$ cat config.mk
export PLATFORM = sky130hd
export DESIGN_NAME = nasser_hadi_input_conditioner
export DESIGN_NICKNAME = d
export VERILOG_FILES = /design/src/rtl/nasser_hadi_input_conditioner.sv
export SDC_FILE = /design/constraint.sdc
export NUM_CORES = 1
export LEC_CHECK = 0
export ABC_AREA = 1
export BUFFER_PORTS_ARGS = -buffer_cell sky130_fd_sc_hd__buf_4
export CAP_MARGIN = 5
export CORE_ASPECT_RATIO = 0.8
export CORE_MARGIN = 3
export CORE_UTILIZATION = 35
export DETAILED_ROUTE_END_ITERATION = 16
export PLACE_DENSITY_LB_ADDON = 0.2
export REMOVE_ABC_BUFFERS = 1
export SYNTH_ARGS = -nofsm -noshare
export SYNTH_HDL_FRONTEND = slang
export SYNTH_SLANG_ARGS = --single-unit
$ cat constraint.sdc
create_clock -name clk -period 1.85 [get_ports clk]
set_clock_uncertainty 0.1 [all_clocks]
set_input_delay 0.4625 -clock clk [delete_from_list [all_inputs] [get_ports clk]]
set_output_delay 0.4625 -clock clk [all_outputs]
set_load 0.01 [all_outputs]
$ cat src/rtl/nasser_hadi_input_conditioner.sv
// nasser_hadi_input_conditioner: synchronise and debounce raw a/b/c pins, with stable/changed status.
// Define INPUT_COND_EDGE_EN to add per-channel rise/fall pulse outputs.
module nasser_hadi_input_conditioner #(
  parameter int SYNC_STAGES = 2,
  parameter int DB_CYCLES   = 4,
  parameter int CNT_W       = 8
) (
  input  logic       clk,
  input  logic       rst_n,
  input  logic       ena,
  input  logic       raw_a,
  input  logic       raw_b,
  input  logic       raw_c,
  output logic       a,
  output logic       b,
  output logic       c,
  output logic       stable,
  output logic       changed
`ifdef INPUT_COND_EDGE_EN
  ,
  output logic [2:0] rise,
  output logic [2:0] fall
`endif
);
  localparam logic [0:0] IDLE   = 1'b0;
  localparam logic [0:0] SETTLE = 1'b1;
  logic [2:0] raw, s, x, x_n, st, st_n;
  logic [2:0][SYNC_STAGES-1:0] sh;
  logic [2:0][CNT_W-1:0] cnt, cnt_n;
  logic stable_n;
  assign raw = {raw_c, raw_b, raw_a};
  assign {c, b, a} = x;
  genvar i;
  for (i = 0; i < 3; i++) begin : g_s
    assign s[i] = sh[i][SYNC_STAGES-1];
  end
  // Only ena=1 edges advance a channel; a match during SETTLE discards the partial count.
  always_comb begin
    x_n = x;
    st_n = st;
    cnt_n = cnt;
    for (int j = 0; j < 3; j++)
      if (ena && st[j] == SETTLE) begin
        if (s[j] == x[j]) begin
          st_n[j] = IDLE;
          cnt_n[j] = '0;
        end else if (cnt[j] == CNT_W'(DB_CYCLES - 1)) begin
          x_n[j] = s[j];
          st_n[j] = IDLE;
          cnt_n[j] = '0;
        end else
          cnt_n[j] = cnt[j] + CNT_W'(1);
      end else if (ena && s[j] != x[j]) begin
        if (DB_CYCLES == 1)
          x_n[j] = s[j];
        else begin
          st_n[j] = SETTLE;
          cnt_n[j] = CNT_W'(1);
        end
      end
    stable_n = ena && st_n == {3{IDLE}} && s == x_n;
  end
  always_ff @(posedge clk or negedge rst_n)
    if (!rst_n) begin
      sh <= '0;
      cnt <= '0;
      st <= {3{IDLE}};
      x <= '0;
      stable <= 1'b0;
      changed <= 1'b0;
`ifdef INPUT_COND_EDGE_EN
      rise <= '0;
      fall <= '0;
`endif
    end else begin
      for (int j = 0; j < 3; j++)
        sh[j] <= {sh[j][SYNC_STAGES-2:0], raw[j]};
      x <= x_n;
      st <= st_n;
      cnt <= cnt_n;
      stable <= stable_n;
      changed <= |(x_n ^ x);
`ifdef INPUT_COND_EDGE_EN
      rise <= x_n & ~x;
      fall <= ~x_n & x;
`endif
    end
endmodule
* Word level (Yosys, flattened, before mapping) *
Index checks and enable logic that the tools add are counted.

word-level totals
  input port bits = 6
  word-level logic and storage cells = 70
  output and inout port bits = 5
  register bits after elaboration = 38

operators by class
  add/sub/neg operators = 3
  reductions and logical operators = 13
  multiplexer cells = 33
  bitwise operators = 1
  equal/unequal tests = 10

operators by type and width
  operator             count
  $mux 8               12
  $add 8x1->8 const B  3
  $eq 8x2->1 const B   3
  $mux 1               21
  $logic_and 1x1->1    8
  $reduce_bool 2->1    3
  $eq 1x1->1           3
  $eq 3x3->1           1
  $logic_not 3->1      1
  $ne 1x1->1           3
  $reduce_or 3->1      1
  $xor 3x3->3          1

* Depth between registers and ports, before layout *
  depth after elaboration = 7
  mapped depth = 8
  gate-level depth less buffers = 8

* Least setup slack after synthesis *
Ideal clock, no wire load.

  path kind = flip-flop to flip-flop
  start point = register cnt[0] (netlist bit)
  end point = register st[0]
  period minus slack after synthesis = 1.367 ns
  arrival = 1.146 ns
  setup time = 0.121 ns
  setup slack = 0.483 ns
  path buffers = 0
  stages on the path, launching flop included = 6
  cells stage by stage = dfrtp_1 ha_1 nand3_1 nor2_1 a21oi_2 nand2b_1

between the ends
  longest elaborated chain between the ends = 4

RTL lines
  item                    RTL line  RTL
  from (decl)             29        logic [2:0][CNT_W-1:0] cnt, cnt_n;
  from (signal assigned)  80        cnt <= cnt_n;
  $eq 8x2->1              47        end else if (cnt[j] == CNT_W'(DB_CYCLES - 1)) begin
  $mux 1                  47
  $mux 1                  44        if (s[j] == x[j]) begin
  $mux 1                  43        if (ena && st[j] == SETTLE) begin
  via st_n[0]             27        logic [2:0] raw, s, x, x_n, st, st_n;
  to (signal assigned)    67        st <= {3{IDLE}};
  to (signal assigned)    79        st <= st_n;
  to (decl)               27

The timed path passes the listed nets, and every way through them passes these cells.
A chain may end at the register's enable or synchronous reset.

* Worst setup path in the final report *
  start point = register cnt[0] (netlist bit)
  end point = register cnt[1] (netlist bit)

between the ends
  longest elaborated chain between the ends = 4

RTL lines
  item                                       RTL line
  $add 8x1->8 or $eq 8x2->1 (tied branches)  52, 47
  $mux 8 (*)                                 47
  $mux 8 (*)                                 44
  $mux 8 (*)                                 43

Every way passes the cells marked *; elsewhere a longest branch is shown, timed or not.

==> impl_metrics.yaml <==
floorplanning:
  die_area_um2: 6800
  initial_core_util: 0.368
  floorplan.io_pins: 11
  placeableCoreArea_um2: 5560
  chipWidth_um: 91.5
  chipHeight_um: 74.4
  placementRows: 24
cts:
  cts-buffers-inserted: 5
  clock_sink_count: 38
  path_clk_slew_ns: 0.08
  tritoncts_clock_tree: "done"
  htree_num_levels: 2
  clk_root_buffer_cell: "clkbuf_8"
  cts_setup_buffers: 0
  cts.hold.buffers_added: 0
  clkLatencyLatePin_ns: 0.29
  clockBufferDepth: 2
  cts.repair.resized: 0
timing:
  min_period_over_period: 0.856
  fmaxAchievable_mhz: 631
  worstMarginPinSlew_ns: 0.472
  rsz0062_at_grt: "false"
  timing.final.max_slew_violations: 0
  finalSetupTns_ns: 0
  worst_slew_margin_rel: 0.685
  final_setup_violation_count: 0
  final_critical_period_ns: 1.58
  hold_violations: 0
setup_path:
  critical_path.startpoint: "cnt[0]"
  kind_of_end_point_of_the_critical_path: "flop"
  crit_type: "reg2reg"
  critical_path_peak_fanout: 6
  regToRegStartpoint: "cnt[0]"
  regToRegSetupSlack_ns: 0.27
  cp.arrival_ns: 1.66
  start_kind: "flop"
  critical_path_required_ns: 1.92
min_path:
  timing.hold.worst.class: "in2async"
detailed_routing:
  remaining_antenna_violation_count_after_routing: 0
  detail_route.iter0.violations: 133
  drt-vias-per-instance: 4.73
  routed_wl_um: 4310
  drt_pre_antenna_iters: 4
  drt-wirelength-per-cell_um: 11.8
  route.detailed.drc: 0
  route.vias.total: 1721
power:
  vdd.ir_drop.worst_mv: 0.563
  power_leakage_uw: 0.00119
  power_density_nw_per_um2: 1080
  report.power.total_uw: 2500
logic_synthesis:
  synth.avg_cell_area_um2: 7.66
  most_common_cell_in_the_netlist: "nand2_1"
  synth-edff-count: 0
  ranking_of_synthesized_cells_by_area: "dfrtp_1 (47%), nand2_1 (14%), nand4_1 (6.7%)"
  synth.cells.most_frequent: "nand2_1 (78), dfrtp_1 (38), inv_1 (36)"
  yosys_warnings: 0
  post_synth_num_cell_types: 21
  synth_seq_cells: 38
  post-synth-top-area-cell: "dfrtp_1"
  synthesis.area_um2: 2040
  synth_top_cell_area_share: 0.465
  synthCells: 267
  asyncSetResetFlopFracSynth: 1.00
  ys.flop_type: "dfrtp_1"
  seq_area_frac_synth: 0.465
grt:
  grt_max_degree: 39
  first_global_vias: 1569
  grt_use_total: 0.139
  grt_antenna_before_repair: 0
  wire_length_of_the_first_global_routing_pass_um: 7460
  globalRouteOverflowTotal: 0
placed_design:
  routabilityCongestion: 0.852
  post-place-cells: 356
  dpl.hpwl_um: 3100
  numPortBuffers: 10
  place_area_um2: 2230
run_status:
  run_status: "completed"
final_layout:
  fillers: 549
  final_design_area_no_fill_um2: 2320
  final_cells: 364
  core_utilization_of_the_finished_layout: 0.418
  post_route_cells_drive_above_1_share: 0.119
  syn_to_final_growth_pct: 13.6
  antenna-diode-count: 0
  num-nets-final: 294
job:
  drv.max_cap_violation_count: 0
==> power by group <==
part	internal (µW)	switching [µW]
sequential	965	165
clock	300	310
combinational	282	475
==> logic make-up after synthesis <==
family | share of synthesized area
compound gates | 0.0667
xor+xnor | 0.0367
fa+ha+maj | 0.0184
buf+inv | 0.0777
flops | 0.465
simple gates | 0.335
==> flip-flops by register name, indices dropped and copies added (netlist names) <==
| signal | count |
|---|---|
| cnt | 24 |
| s | 3 |
| sh | 3 |
| st | 3 |
| x | 3 |
| changed | 1 |
| stable | 1 |
==> final timing paths <==
check	endpoint	cells after the start
min in group clk	sh[4]	1
hold reg to reg	s[1]	0
setup / recovery	cnt[1]	6
max in group asynchronous	x[1]	1
setup reg to reg	cnt[1]	6
hold / removal	cnt[13]	1
==> cell type report <==
type                            count  area, µm²  area share
Clock buffer                        6       82.6      0.0356
Clock inverter                      2       12.5     0.00539
Inverter                           39        146      0.0630
Multi-Input combinational cell    188        935       0.402
Sequential cell                    38        951       0.409
Tap cell                           78       97.6      0.0420
Timing Repair Buffer               13       97.6      0.0420
==> routing by layer <==
layer / track usage / up-vias / part of all wire
li1: - / 894 / -
met1: 0.211 / 796 / 0.56
met2: 0.194 / 24 / 0.39
met3: 0.0374 / 7 / 0.036
met4: 0.0401 / 0 / 0.014
met5: 0 / - / 0
==> placed cells by master (no fill, tap or decap), drive strengths merged <==
cell type,n
a21boi,1
a21oi,1
and2,1
buf,13
clkbuf,6
clkinv,1
clkinvlp,1
dfrtp,38
ha,3
inv,39
nand2,84
nand2b,1
nand3,25
nand4,22
nor2,20
nor3,1
o21ai,21
o21bai,2
xnor2,3
xor2,3
==> worst max-delay path, cell delays in order (launching register included) <==
cell	delay [ns]
dfrtp_1	0.41
ha_1	0.24
nand3_1	0.09
nor2_1	0.36
inv_1	0.12
nand4_1	0.09
nand2_1	0.07
==> per-stage QoR <==
step	hold WS (ns)	worst slack (ns)
3_5_place_dp	0.236	0.295
2_1_floorplan	0.0669	0.483
3_3_place_gp	0.234	0.301
6_report	0.0218	0.266
4_1_cts	0.0481	0.291
5_1_grt	0.0576	0.160
(Power assumes the default switching activity.)
